### src/rtl/wb_uart_tx_scheduler.sv
// Wishbone master that shares one UART transmitter between two byte-stream
// requesters. Pushes are round-robin arbitrated into a FIFO. The FIFO head is
// sent by polling the UART control register for TX-empty and then writing the
// byte to the TX register.
//
// Requester handshake: a byte transfers on the rising edge where reqN_valid
// and reqN_ready are both high. Ready is combinational:
// valid & grant & !full. At most one requester is accepted per cycle.
// Valid may be raised at any time. Data must be held while valid is high and
// ready is low.
module wb_uart_tx_scheduler #(
  parameter logic [31:0] UART_BASE  = 32'h0000_0000,
  parameter int          FIFO_DEPTH = 16,
  parameter int          TXE_BIT    = 2
) (
  input  logic                          i_clk,
  input  logic                          i_rst,
  input  logic                          i_req0_valid,
  input  logic [8:0]                    i_req0_data,
  output logic                          o_req0_ready,
  input  logic                          i_req1_valid,
  input  logic [8:0]                    i_req1_data,
  output logic                          o_req1_ready,
  output logic                          o_wb_cyc,
  output logic                          o_wb_stb,
  output logic                          o_wb_we,
  output logic [31:0]                   o_wb_addr,
  output logic [31:0]                   o_wb_data,
  output logic [3:0]                    o_wb_sel,
  output logic [2:0]                    o_wb_cti,
  input  logic                          i_wb_ack,
  input  logic                          i_wb_err,
  input  logic [31:0]                   i_wb_data,
  output logic [$clog2(FIFO_DEPTH):0]   o_level,
  output logic                          o_busy,
  output logic                          o_err
);

  localparam int AW = $clog2(FIFO_DEPTH);

  typedef enum logic [1:0] {
    IDLE  = 2'd0,
    POLL  = 2'd1,
    WRITE = 2'd2
  } state_t;

  // The FSM state is kept as a named signal so checkers can bind to it.
  state_t state;
  state_t state_next;

  logic [8:0]  mem [FIFO_DEPTH];
  logic [AW:0] wr_ptr;
  logic [AW:0] rd_ptr;
  logic        empty;
  logic        full;
  logic        push;
  logic        pop;
  logic [8:0]  push_data;
  logic [8:0]  head;
  logic        rr_ptr;
  logic        grant0;
  logic        grant1;
  logic        unused_rd_bits;

  // Only the TX-empty bit of the read data is used.
  assign unused_rd_bits = ^i_wb_data;

  // The wrap bit tells full apart from empty when the index bits match.
  assign empty = (wr_ptr == rd_ptr);
  assign full  = (wr_ptr[AW] != rd_ptr[AW]) && (wr_ptr[AW-1:0] == rd_ptr[AW-1:0]);
  assign head  = mem[rd_ptr[AW-1:0]];

  // A lone requester always wins. On a tie, rr_ptr picks the winner
  // (0 selects requester 0).
  assign grant0 = i_req0_valid & (~i_req1_valid | ~rr_ptr);
  assign grant1 = i_req1_valid & (~i_req0_valid |  rr_ptr);

  assign o_req0_ready = grant0 & ~full;
  assign o_req1_ready = grant1 & ~full;
  assign push         = o_req0_ready | o_req1_ready;
  assign push_data    = o_req0_ready ? i_req0_data : i_req1_data;

  assign o_level  = wr_ptr - rd_ptr;
  assign o_busy   = ~empty | o_wb_cyc;
  assign o_wb_sel = 4'hF;
  assign o_wb_cti = 3'b000;

  // After each accepted push, priority moves to the other requester.
  always_ff @(posedge i_clk) begin
    if (i_rst) begin
      rr_ptr <= 1'b0;
    end else if (push) begin
      rr_ptr <= o_req0_ready;
    end
  end

  // FIFO storage is written at the push edge. It is not reset because the
  // pointers define which entries are valid.
  always_ff @(posedge i_clk) begin
    if (push) begin
      mem[wr_ptr[AW-1:0]] <= push_data;
    end
  end

  // FIFO pointers: a push and a pop in the same cycle both take effect.
  always_ff @(posedge i_clk) begin
    if (i_rst) begin
      wr_ptr <= '0;
      rd_ptr <= '0;
    end else begin
      if (push) begin
        wr_ptr <= wr_ptr + (AW+1)'(1);
      end
      if (pop) begin
        rd_ptr <= rd_ptr + (AW+1)'(1);
      end
    end
  end

  // Sticky bus-error flag. Only reset clears it.
  always_ff @(posedge i_clk) begin
    if (i_rst) begin
      o_err <= 1'b0;
    end else if (o_wb_cyc && i_wb_err) begin
      o_err <= 1'b1;
    end
  end

  // FSM state register.
  always_ff @(posedge i_clk) begin
    if (i_rst) begin
      state <= IDLE;
    end else begin
      state <= state_next;
    end
  end

  // Next-state logic and bus outputs. Outputs depend only on the state, so
  // they hold steady for the whole strobe. Leaving POLL or WRITE on ack or err
  // drops cyc/stb at that same edge. err takes priority over ack, and the
  // head is then kept for a retry.
  always_comb begin
    state_next = state;
    pop        = 1'b0;
    o_wb_cyc   = 1'b0;
    o_wb_stb   = 1'b0;
    o_wb_we    = 1'b0;
    o_wb_addr  = 32'h0;
    o_wb_data  = 32'h0;
    case (state)
      IDLE: begin
        if (!empty) begin
          state_next = POLL;
        end
      end
      POLL: begin
        o_wb_cyc  = 1'b1;
        o_wb_stb  = 1'b1;
        o_wb_addr = UART_BASE;
        if (i_wb_err) begin
          state_next = IDLE;
        end else if (i_wb_ack) begin
          state_next = i_wb_data[TXE_BIT] ? WRITE : IDLE;
        end
      end
      WRITE: begin
        o_wb_cyc  = 1'b1;
        o_wb_stb  = 1'b1;
        o_wb_we   = 1'b1;
        o_wb_addr = UART_BASE + 32'h8;
        o_wb_data = {23'b0, head};
        if (i_wb_err) begin
          state_next = IDLE;
        end else if (i_wb_ack) begin
          pop        = 1'b1;
          state_next = IDLE;
        end
      end
      default: begin
        state_next = IDLE;
      end
    endcase
  end

endmodule

### config.mk
export PLATFORM = sky130hd
export DESIGN_NAME = wb_uart_tx_scheduler
export DESIGN_NICKNAME = d
export VERILOG_FILES = /design/src/rtl/wb_uart_tx_scheduler.sv
export SDC_FILE = /design/constraint.sdc
export NUM_CORES = 1
export LEC_CHECK = 0
export ABC_AREA = 1
export CORE_ASPECT_RATIO = 0.7
export CORE_MARGIN = 1.5
export CORE_UTILIZATION = 48
export DETAILED_ROUTE_END_ITERATION = 16
export HOLD_SLACK_MARGIN = 0.08
export PLACE_DENSITY = 0.77
export SLEW_MARGIN = 20
export SYNTH_ARGS = -nofsm -noshare
export SYNTH_HDL_FRONTEND = slang
export SYNTH_SLANG_ARGS = --single-unit
export TNS_END_PERCENT = 20
### constraint.sdc
create_clock -name i_clk -period 2.15 [get_ports i_clk]
set_clock_uncertainty 0.15 [all_clocks]
set_input_delay 0.43 -clock i_clk [delete_from_list [all_inputs] [get_ports i_clk]]
set_output_delay 0.43 -clock i_clk [all_outputs]
set_load 0.02 [all_outputs]
==> run_results.csv <==
group,metric,value,unit
status,status,"finished with violations",
status,violations,"setup timing",
floorplan,core,0.0156,mm2
power,p_sw,1.96,mW
setup_path,critPathSlowestCell,"dfxtp_4",
global_routing,antenna_found_initial,0,
power,total_power,7.84,mW
place,dp.cells,1073,
floorplan,die_y,109,um
clock_network,cts_tree,"built",
hold_path,worstHoldStart,"o_err",
timing,finalWorstSetupSlack,-367,ps
logic_synthesis,synth_compound_area_share,2.30,%
floorplan,dieArea,0.0170,mm2
logic_synthesis,yosys_register_bits,162,
setup_path,cp-start-kind,"flop",
timing,whs,323,ps
place,place_hpwl,11.6,mm
power,vdd_drop_max,0.523,mV
global_routing,grtUsageTotal,22.9,%
timing,worst_slew_pin_slew,546,ps
routing,ant_nets,0,
logic_synthesis,syn_area,0.00777,mm2
power,p_leak,4.31,nW
logic_synthesis,ys_types,28,
routing,vias,5834,
clock_network,worst_skew_pair.late_latency,430,ps
hold_path,hold_depth,2,
logic_synthesis,synthSimpleGateAreaFrac,21.3,%
clock_network,cts.sinks,162,
setup_path,max_stage_delay,490,ps
routing,wire_per_inst,17.4,um
routing,drt_iter0_markers,703,
hold_path,min_to,"o_err",
hold_path,min_path_type,"reg -> reg",
routing,drc_errors,0,
routing,wl_met1,8.24,mm
place,placed_cell_area,0.00865,mm2
setup_path,rr_endpoint,"mem[6][0]",
timing,rsz0062_at_grt,"true",
clock_network,cts_max_level,4,
power,power_frac_seq,45.4,%
logic_synthesis,synthAdderAreaFrac,2.35,%
timing,fin_crit_sh,117,%
power,p_per_area,777,mW/mm2
clock_network,clockBufferDepth,2,
timing,setup_viol,16,
logic_synthesis,yosysWarnings,0,
setup_path,path_cells,"clkinv_8, buf_12, nand2_1, nand2_1, nand2_2, nand3_2, nand3_2, a21oi_1, buf_4",
flow_run,max_cap_viol_count,0,
setup_path,required,1570,ps
setup_path,crit_arrival,1940,ps
clock_network,cts_buffers,17,
clock_network,clock-root-buffer,"clkbuf_16",
logic_synthesis,muxShareOfSynthArea,0,%
final_layout,fin_util,64.5,%
setup_path,r2r_slack,20,ps
setup_path,endpoint_kind,"output port",
power,combPwrFrac,12.4,%
routing,drtPass1Iterations,7,
floorplan,ios,139,
timing,finalCriticalPeriod,2520,ps
timing,relSlewSlack,63.6,%
final_layout,finalNonFillerCells,1124,
power,switching_share,25.0,%
floorplan,num_rows,38,
routing,dr_wl_met2,8.99,mm
logic_synthesis,ys_seq_area_share,60.3,%
routing,met3_length,1.99,mm
floorplan,die_w,155,um
setup_path,ff2ff_path_depth,11,
routing,wl,19.5,mm
logic_synthesis,synth_top_family_by_area,"simple AND/OR/NAND/NOR gates",
timing,fmax,397,MHz
routing,routed.top_layer,"met4",
timing,slew_viol_final,0,
power,p_int,5.88,mW
routing,viasPerCell,5.19,
clock_network,cts.clk_slew.worst_paths,70,ps
final_layout,nets,981,
logic_synthesis,syn_avg_cell_area,9.62,um2
floorplan,start_util,49.7,%
place,gp_congestion,0.862,
timing,hold_viol,0,
setup_path,r2r-start,"wr_ptr[0]",
logic_synthesis,syn_inst,808,
final_layout,drive_gt1_share,25.0,%
setup_path,cp_max_fo,6,
global_routing,overflow,0,
power,clkPwrFrac,42.3,%
final_layout,area.growth.synth_to_final,29.8,%
logic_synthesis,synthXorXnorAreaFrac,0.676,%
place,pre_cts_ws,-466,ps
place,port-buffer-count,46,
timing,fin_tns_setup,-3890,ps
global_routing,grt_first_pass_wirelength,28.2,mm
final_layout,stdcell_area,0.0101,mm2
global_routing,grt_pass1_vias,5093,
global_routing,grt_max_degree,30,
setup_path,worstSetupPathType,"reg -> out",
final_layout,antennaDiodeCount,0,
area by class of cell:
cell class	count	area, um2
fillers	1115	5550
flip-flops and latches	162	4700
multi-input cells	514	2800
repair buffers	116	1300
clock buffers	17	425
inverters	99	389
well taps	200	250
clock inverters	15	219
repair inverters	1	8.76
power groups by stage:
stage	Sequential [mW]	Clock (mW)	Combinational, mW
5_1_grt	3.56	3.46	1.04
6_report	3.56	3.31	0.970
3_5_place_dp	3.62	0	0.835
4_1_cts	3.55	3.31	0.904
3_3_place_gp	3.62	0	0.822
2_1_floorplan	3.63	0	0.518
state kept, by name, indices dropped and copies added, names as in the netlist, named ones only:
register / flops
rr_ptr: 1
mem: 144
wr_ptr: 5
rd_ptr: 5
state: 2
o_err: 1
logic make-up (layout without fill, tap and decap cells):
group	count (synthesis)	after routing
buffers and inverters	191	248
flip-flops	162	162
AO/OA/AOI/OAI	33	33
other	2	61
adder cells (fa/ha/maj)	14	14
XOR/XNOR	6	6
AND/OR/NAND/NOR	400	400
cell usage in the layout (no fill, tap or decap), types with 3 or more instances in the layout:
cell / synthesis / routed
clkbuf_16: 0 / 19
xor2_1: 6 / 6
inv_2: 4 / 9
dfxtp_1: 18 / 12
ha_1: 13 / 8
nor2_4: 0 / 17
inv_8: 0 / 3
buf_4: 69 / 49
ha_4: 0 / 5
dfxtp_2: 0 / 4
clkdlybuf4s50_1: 0 / 25
inv_6: 0 / 5
nand3_1: 97 / 56
o21ai_0: 7 / 7
nor2_1: 21 / 5
nand3_2: 2 / 42
buf_12: 0 / 19
edfxtp_1: 144 / 144
a21oi_1: 24 / 16
nand2_1: 272 / 258
conb_1: 2 / 61
a21oi_2: 0 / 7
nand2_4: 0 / 4
inv_1: 91 / 85
buf_6: 1 / 13
bufinv_16: 0 / 4
nand2_2: 3 / 13
layer usage:
| layer | track usage (%) | vias to the layer above |
|---|---|---|
| li1 | - | 2696 |
| met1 | 32.4 | 2748 |
| met2 | 33.7 | 357 |
| met3 | 6.27 | 33 |
| met4 | 8.79 | 0 |
| met5 | 0 | - |
worst max path at each step:
stage,depth (start not counted),start,to
6_report,9,flop,o_wb_data[7]
3_3_place_gp,7,i_req0_valid,mem[11][7]
2_1_floorplan,9,wr_ptr[0],mem[7][0]
5_1_grt,8,flop,o_wb_data[1]
3_5_place_dp,7,i_req0_valid,mem[0][5]
4_1_cts,9,flop,o_wb_data[4]
synthesized netlist by cell type:
master	instances	area share, %
nor3b_1	2	0.19
fa_1	1	0.26
buf_4	69	6.7
edfxtp_1	144	56
buf_2	18	1.2
dfxtp_1	18	4.6
nand2_1	272	13
o21ai_0	7	0.45
buf_1	1	0.048
o21ai_4	1	0.21
nor3_1	1	0.064
clkinv_1	2	0.097
clkbuf_1	3	0.14
inv_4	2	0.16
conb_1	2	0.097
o21a_1	1	0.097
ha_1	13	2.1
a21oi_1	24	1.5
inv_2	4	0.19
nand3_2	2	0.26
nand3b_1	1	0.097
nor2_2	1	0.081
buf_6	1	0.14
nand3_1	97	6.2
nand2_2	3	0.24
inv_1	91	4.4
nor2_1	21	1.0
xor2_1	6	0.68
worst max-delay path, delay by kind of cell (launching register included):
kind	cells	cell delay (ps)
AOI/OAI and AO/OA	1	80
buffers and inverters	3	460
and+or+nand+nor	5	470
DFF	1	490
timing repair:
action / 4_1_cts / 5_1_grt
buffers inserted: 10 / 4
hold buffers: 0 / 0
pin swaps: 20 / 19
cloned: 3 / 3
setup endpoints to repair: 309 / 130
resized for setup: 184 / 55
Note: power is estimated with default switching activity, not from simulation.
